==> src/rtl/ad_pkg.sv <==
// Shared types and helpers for the ADC channel scheduler.
package ad_pkg;

  typedef enum logic [1:0] {IDLE, WAIT, SETTLE, CAPTURE} state_e;

  function automatic int ch_w(input int n);
    return (n <= 1) ? 1 : $clog2(n);
  endfunction

  // Reverse the low w bits of x; the converter drives its MSB on pin 0.
  function automatic logic [31:0] bit_rev(input logic [31:0] x, input int w);
    logic [31:0] r;
    r = '0;
    for (int k = 0; k < 32; k++)
      if (k < w) r[k] = x[w-1-k];
    return r;
  endfunction

endpackage

==> src/rtl/ad_rr_pick.sv <==
// Finds the lowest set mask bit strictly above cur_i; cur_i = -1 yields the lowest set bit.
module ad_rr_pick #(
  parameter int NUM_CH = 2,
  parameter int CH_W   = 1
) (
  input  logic [NUM_CH-1:0] mask_i,
  input  logic signed [CH_W:0] cur_i,
  output logic [CH_W-1:0]   idx_o,
  output logic              found_o
);

  logic hit;

  always_comb begin
    hit   = 1'b0;
    idx_o = '0;
    for (int i = 0; i < NUM_CH; i++) begin
      if (!hit && mask_i[i] && (i > int'(cur_i))) begin
        hit   = 1'b1;
        idx_o = CH_W'(i);
      end
    end
    found_o = hit;
  end

endmodule

==> src/rtl/ad_chan_sched.sv <==
// Round-based multi-channel ADC sampler: rate divider, per-channel settle wait,
// bit-reversed capture into a valid/ready output register, sticky overrun.
module ad_chan_sched
  import ad_pkg::*;
#(
  parameter int NUM_CH  = 2,
  parameter int DATA_W  = 12,
  parameter int DIV_W   = 16,
  parameter int LATENCY = 7,
  localparam int CH_W   = ch_w(NUM_CH)
) (
  input  logic                     ad_clk,
  input  logic                     rst,
  input  logic                     enable,
  input  logic [NUM_CH-1:0]        ch_mask,
  input  logic [DIV_W-1:0]         rate_div,
  input  logic [NUM_CH*DATA_W-1:0] ad_in,
  output logic [DATA_W-1:0]        sample_data,
  output logic [CH_W-1:0]          sample_ch,
  output logic                     sample_valid,
  input  logic                     sample_ready,
  output logic                     frame_done,
  output logic                     overrun,
  input  logic                     overrun_clr,
  output logic                     busy
);

  localparam int SW = (LATENCY > 1) ? $clog2(LATENCY) : 1;

  state_e              state_q;
  logic [DIV_W-1:0]    rate_q;
  logic [SW-1:0]       set_q;
  logic [NUM_CH-1:0]   mask_q;
  logic [CH_W-1:0]     ch_q;
  logic                vld_q, ovr_q, last_q, fd_q;
  logic [DATA_W-1:0]   data_q;
  logic [CH_W-1:0]     sch_q;

  logic [CH_W-1:0]     lo_idx, nx_idx;
  logic                lo_found, nx_found;
  logic                tick, cap, can_load, ovr_set;
  logic [DATA_W-1:0]   cap_data_d;
  logic [DIV_W-1:0]    rate_d;

  ad_rr_pick #(.NUM_CH(NUM_CH), .CH_W(CH_W)) u_pick_lo (
    .mask_i  (ch_mask),
    .cur_i   ({(CH_W+1){1'b1}}),
    .idx_o   (lo_idx),
    .found_o (lo_found)
  );

  ad_rr_pick #(.NUM_CH(NUM_CH), .CH_W(CH_W)) u_pick_nx (
    .mask_i  (mask_q),
    .cur_i   ({1'b0, ch_q}),
    .idx_o   (nx_idx),
    .found_o (nx_found)
  );

  always_comb begin
    tick       = enable && (state_q != IDLE) && (rate_q == rate_div);
    cap        = enable && (state_q == CAPTURE);
    can_load   = !vld_q || sample_ready;
    // A tick while a round is still in flight is lost, not queued.
    ovr_set    = (tick && (state_q != WAIT)) || (cap && !can_load);
    cap_data_d = DATA_W'(bit_rev(32'(ad_in[ch_q*DATA_W +: DATA_W]), DATA_W));
    if (!enable || state_q == IDLE || tick) rate_d = '0;
    else                                    rate_d = rate_q + DIV_W'(1);
  end

  always_ff @(posedge ad_clk or posedge rst) begin
    if (rst) begin
      state_q <= IDLE;
      rate_q  <= '0;
      set_q   <= '0;
      mask_q  <= '0;
      ch_q    <= '0;
      vld_q   <= 1'b0;
      data_q  <= '0;
      sch_q   <= '0;
      ovr_q   <= 1'b0;
      last_q  <= 1'b0;
      fd_q    <= 1'b0;
    end else begin
      rate_q <= rate_d;
      last_q <= 1'b0;
      fd_q   <= last_q;

      if (ovr_set)          ovr_q <= 1'b1;
      else if (overrun_clr) ovr_q <= 1'b0;

      if (cap && can_load) begin
        vld_q  <= 1'b1;
        data_q <= cap_data_d;
        sch_q  <= ch_q;
      end else if (vld_q && sample_ready) begin
        vld_q  <= 1'b0;
      end

      if (!enable) begin
        state_q <= IDLE;
      end else begin
        case (state_q)
          IDLE:    if (|ch_mask) state_q <= WAIT;
          WAIT:
            if (tick && lo_found) begin
              mask_q  <= ch_mask;
              ch_q    <= lo_idx;
              set_q   <= '0;
              state_q <= SETTLE;
            end
          SETTLE:
            if (set_q == SW'(LATENCY-1)) state_q <= CAPTURE;
            else                         set_q   <= set_q + SW'(1);
          CAPTURE:
            if (nx_found) begin
              ch_q    <= nx_idx;
              set_q   <= '0;
              state_q <= SETTLE;
            end else begin
              last_q  <= 1'b1;
              state_q <= WAIT;
            end
          default: state_q <= IDLE;
        endcase
      end
    end
  end

  assign sample_data  = data_q;
  assign sample_ch    = sch_q;
  assign sample_valid = vld_q;
  assign frame_done   = fd_q;
  assign overrun      = ovr_q;
  assign busy         = (state_q != IDLE);

endmodule
==> config.mk <==
export PLATFORM = sky130hd
export DESIGN_NAME = ad_chan_sched
export DESIGN_NICKNAME = d
export VERILOG_FILES = /design/src/rtl/ad_pkg.sv /design/src/rtl/ad_rr_pick.sv /design/src/rtl/ad_chan_sched.sv
export SDC_FILE = /design/constraint.sdc
export NUM_CORES = 1
export LEC_CHECK = 0
export CORE_MARGIN = 1
export CORE_UTILIZATION = 35
export DETAILED_ROUTE_END_ITERATION = 6
export PLACE_DENSITY = 0.71
export RECOVER_POWER = 50
export SLEW_MARGIN = 15
export SYNTH_ARGS = -nofsm -noshare
export SYNTH_HDL_FRONTEND = slang
export SYNTH_HIERARCHICAL = 1
export SYNTH_SLANG_ARGS = --single-unit
==> constraint.sdc <==
create_clock -name ad_clk -period 4.97 [get_ports ad_clk]
set_input_delay 0.7455 -clock ad_clk [delete_from_list [all_inputs] [get_ports ad_clk]]
set_output_delay 0.7455 -clock ad_clk [all_outputs]
set_load 0.03 [all_outputs]
Word-level counts from Yosys, hierarchy flattened --
Index checks and enable logic that the tools add are counted.
Word-level totals: flip-flop bits (word level) 41, input bits 47, output and inout port bits 17, logic and storage cells 88
Operators by class: $add $sub $neg 2, multiply operators 1, order comparisons 2, equal/unequal tests 12, shifts and indexed selects 1, multiplexer cells 27, reduce and logical (&&, ||, !) cells 32
Operators by type and width (count):
- $shiftx 24x6->12 | 1
- $add 16x1->16 const B | 1
- $eq 16x16->1 | 1
- $mux 16 | 1
- $mux 1 | 15
- $logic_and 1x1->1 | 12
- $mux 2 | 5
- $mux 3 | 3
- $pmux 3 s3 | 1
- $pmux 2 s4 | 1
- $reduce_bool 2->1 | 4
- $ne 2x2->1 const B | 3
- $ne 3x3->1 const B | 2
- $reduce_and 3->1 | 2
- $logic_not 1->1 | 5
- $reduce_and 5->1 | 1
- $eq 2x2->1 const B | 2
- $logic_or 1x1->1 | 4
- $reduce_and 4->1 | 1
- $add 3x1->3 const B | 1
- $eq 3x3->1 const B | 1
- $mul 1x2->3 const B | 1
- $ne 3x2->1 const B | 1
- $reduce_bool 3->1 | 1
- other kinds (6) | 7

Depth between registers and ports, before layout --
depth in word-level cells 10, mapped depth 6, depth with buffers taken out 6

Cells and area by module --
The synthesis kept the hierarchy.
Modules (own cells, without submodules):
- ad_chan_sched | times used 1, cells an instance 213, area each 2170.8 µm², sequential area each 1026.0 µm²
- ad_rr_pick | times used 2, cells an instance 5, area each 32.5 µm², sequential area each 0.0 µm²

Worst setup path after synthesis --
OpenSTA, ideal clock, no wires.
path kind in2reg, start point input port rate_div[15], end point register mask_q[0], setup time 128 ps, arrival time 1926 ps, data required time 4842 ps, slack 2916 ps, cell stages on the path 5, path buffers 0, cell sequence xor2_1 -> nor4_2 -> nand4_4 -> nor2_1 -> mux2_1
Between the ends: longest elaborated chain between the ends 4
RTL lines:
- from (decl) | line ad_chan_sched.sv:16 | input logic [DIV_W-1:0] rate_div,
- $eq 16x16->1 | line ad_chan_sched.sv:60 | tick = enable && (state_q != IDLE) && (rate_q == rate_div);
- $logic_and 1x1->1 | line ad_chan_sched.sv:60
- $logic_and 1x1->1 | line ad_chan_sched.sv:105 | if (tick && lo_found) begin
- $reduce_and 3->1 (no source line)
- to (signal assigned) | line ad_chan_sched.sv:106 | mask_q <= ch_mask;
- to (decl) | line ad_chan_sched.sv:33 | logic [NUM_CH-1:0] mask_q;
No other way between the ends. A chain may end at the register's enable or synchronous reset.

==> flow_summary_export.csv <==
group,metric,value,unit
grt,grt.total_usage,15.9,%
route,drtIter0Drc,71,
setup_path,worstPathArrival,2.92,ns
status,outcome,"finished with violations",
sta,tightest_slew,2.21,ns
setup_path,crit_buf_inv,3,
synthesis,netlist_instances,223,
sta,post-route-period-util,59.5,%
route,routed_via_density,4.75,
sta,fmax,0.338,GHz
pwr,power_density,398,nW/µm²
grt,grt_pass1_vias,1838,
pwr,peakVddDrop,0.000243,V
pwr,total_power,0.00123,W
grt,grt_max_degree,42,
die,core,6030,µm²
clocking,clk-insertion-delay-late,0.29,ns
route,num_vias,1761,
die,die_x,81.9,µm
setup_path,crit_required,4.93,ns
setup_path,cpLargestDelayFamily,"buffers and inverters",
clocking,ctsResizeCount,0,
setup_path,worstSetupPathType,"in2async",
clocking,cts_buffers,5,
final_layout,diodes,0,
pwr,power_switching,0.000425,W
status,violations,"max-capacitance violations, max-slew violations",
route,drt-total-wl,4.57,mm
final_layout,drive_gt1_share,5.74,%
final_layout,n_fill_cell,586,
die,start_util,37.1,%
worst_hold_path,hold_path.class,"reg2reg",
clocking,cts.htree.levels,2,
synthesis,synth_top_area_share,45.9,%
die,dieArea,6710,µm²
clocking,clockBufferDepth,2,
sta,worst_slack,2.01,ns
placed_design,dp_slack,2.32,ns
placed_design,gp_congestion,0.749,
pwr,switching_share,34.6,%
synthesis,yosysSeqAreaShare,45.9,%
sta,hold_viol_final,0,
synthesis,syn_avg_cell_area,10.0,µm²
synthesis,synth_top_area_cell,"dfrtp_1",
sta,rsz0062_at_grt,"no",
grt,antenna_found_initial,0,
placed_design,hpwl,3.43,mm
final_layout,syn2layout_area_growth,38.0,%
die,ios,64,
sta,drv_slew,42,
clocking,cts.clk_slew.worst_paths,0.08,ns
setup_path,crit_chain,"dlygate4sd3_1 > inv_1 > clkbuf_1",
route,drtPass1Iterations,4,
synthesis,synth.distinct_cells,40,
setup_path,crit_path_max_incr_delay,1.57,ns
route,antenna_left,0,
die,std_cell_rows,28,
setup_path,cp_max_fo,41,
run,cap_viol_max_count,1,
sta,max-slew-margin-rel,-47.6,%
pwr,power.leakage,1.28,nW
setup_path,worst_setup_path_start_kind,"input port",
clocking,post_cts_buffers,0,
synthesis,synth_area_leaders,"dfrtp_1 46%, xor2_1 8.2%, mux2i_1 5.4%",
sta,hold_ws,0.373,ns
synthesis,netlist_area,2240,µm²
pwr,clockPowerShare,25.7,%
pwr,power_frac_seq,37.2,%
pwr,comb_power_share,37.1,%
setup_path,cpMaxStageDelayCell,"clkbuf_1",
final_layout,fin_nets,345,
sta,finalSetupTns,0,ns
placed_design,io_buffers,63,
sta,setup_viol,0,
sta,fin_skew,0.00356,ns
clocking,root_buffer,"clkbuf_8",
pwr,p_int,0.000803,W
clocking,clock_sinks,41,
die,fp.dieH,81.9,µm
sta,finalCriticalPeriod,2.96,ns
route,wl_per_cell,12.3,µm
synthesis,synth_warnings,6,
clocking,ctsHoldBuffers,0,
setup_path,crit_path_end_kind,"async pin",
synthesis,ys_seq_elements,41,
route,drc,0,
clocking,cts_tree,"built",
grt,grt_pass1_wl,8.10,mm
grt,grt-ovfl-total,0,
Yosys cell counts:
library cell / count
nor2b_1: 6
nor4_2: 1
o32ai_1: 1
buf_2: 1
a211oi_2: 2
or2_1: 1
o31a_1: 1
ha_1: 3
a211oi_1: 1
inv_1: 10
nand2_1: 10
xnor2_1: 9
clkbuf_1: 4
o21ai_1: 2
nor3_1: 4
conb_1: 2
mux2_2: 2
nor4_4: 3
and2_1: 1
or4_1: 1
o22ai_1: 2
nand4_1: 1
a22oi_2: 1
nor4_1: 2
nand4_4: 1
nand2b_1: 3
dfrtp_1: 41
o211ai_1: 1
o31ai_1: 2
o21ai_0: 4
xor2_1: 21
or3_1: 2
o221ai_1: 1
buf_1: 1
and3_1: 4
mux2_1: 3
nand3_1: 10
nor2_1: 32
mux2i_1: 12
a21oi_1: 14
state kept, by name (all words and copies together), names as in the netlist:
signal        cells
sample_data      12
state_q           2
mask_q            2
set_q             3
sample_ch         1
overrun           1
ch_q              1
frame_done        1
sample_valid      1
rate_q           16
last_q            1
metal layers:
layer,global-route usage (%),part of all wire (%),vias up
li1,-,-,895
met3,5.78,6.9,7
met5,0,0,-
met1,18.8,44,807
met2,26.6,48,52
met4,5.09,1.6,0
worst reg2reg max path, stage by stage, from the launching register on:
cell,delay [ns]
dfrtp_1,0.47
xor2_1,0.22
nor4_4,0.29
nand4_1,0.39
nand2_1,0.54
nor2_1,0.12
metrics by stage:
step	utilization [%]	area, µm²	instances
floorplan	-	2260	229
global placement	49.4	2970	363
detailed placement	49.4	2970	363
CTS	51.6	3110	371
global route	51.2	3090	371
finish	51.2	3090	371
logic make-up after synthesis:
kind of cell | synth area share, %
mux | 7.89
flops | 45.9
other cells | 0.336
compound gates | 9.23
xor+xnor | 11.8
fa+ha+maj | 1.68
buf+inv | 2.74
simple gates | 20.5
power groups by stage:
stage / Clock (W) / Sequential (W) / Combinational (W)
CTS: 0.000326 / 0.000458 / 0.000465
global placement: 0 / 0.000462 / 0.000457
detailed placement: 0 / 0.000462 / 0.000463
global route: 0.000337 / 0.000468 / 0.000502
floorplan: 0 / 0.000562 / 0.000166
finish: 0.000316 / 0.000456 / 0.000456
placed cells by master, fill, tap and decap left out, drive strengths merged, types with 3 or more instances in the layout:
cell	n
nand3	10
mux2	5
inv	10
dlygate4sd3	4
nor2	32
ha	3
xor2	21
o21ai	6
nor2b	6
clkbuf	7
nand2	10
dfrtp	41
clkdlybuf4s50	59
and3	4
nor3	4
conb	8
nand2b	3
mux2i	12
xnor2	9
a21oi	14
a211oi	3
nor4	6
path summary, 6_finish.rpt:
| check | startpoint | endpoint | slack (ns) | cells after the start |
|---|---|---|---|---|
| max | rst | rate_q[0]$_DFF_PP0_ | 2.01 | 3 |
| min | last_q$_DFF_PP0_ | frame_done$_DFF_PP0_ | 0.37 | 0 |
| max reg2reg | rate_q[7]$_DFF_PP0_ | rate_q[8]$_DFF_PP0_ | 2.81 | 5 |
| min reg2reg | last_q$_DFF_PP0_ | frame_done$_DFF_PP0_ | 0.37 | 0 |
| max in group ad_clk | enable | sample_ch$_DFFE_PP0P_ | 2.20 | 5 |
| min in group asynchronous | rst | sample_data[3]$_DFFE_PP0P_ | 1.70 | 3 |
cell type report:
| class | instances | area (µm²) | share of cell area (%) |
|---|---|---|---|
| clock buffer | 5 | 68.8 | 2.23 |
| clock inverter | 3 | 65.1 | 2.11 |
| inverter | 10 | 37.5 | 1.22 |
| multi-input combinational | 172 | 1160 | 37.5 |
| sequential | 41 | 1030 | 33.3 |
| tap | 75 | 93.8 | 3.04 |
| timing repair buffer | 65 | 638 | 20.7 |
Power figures use the tool's default switching activity.
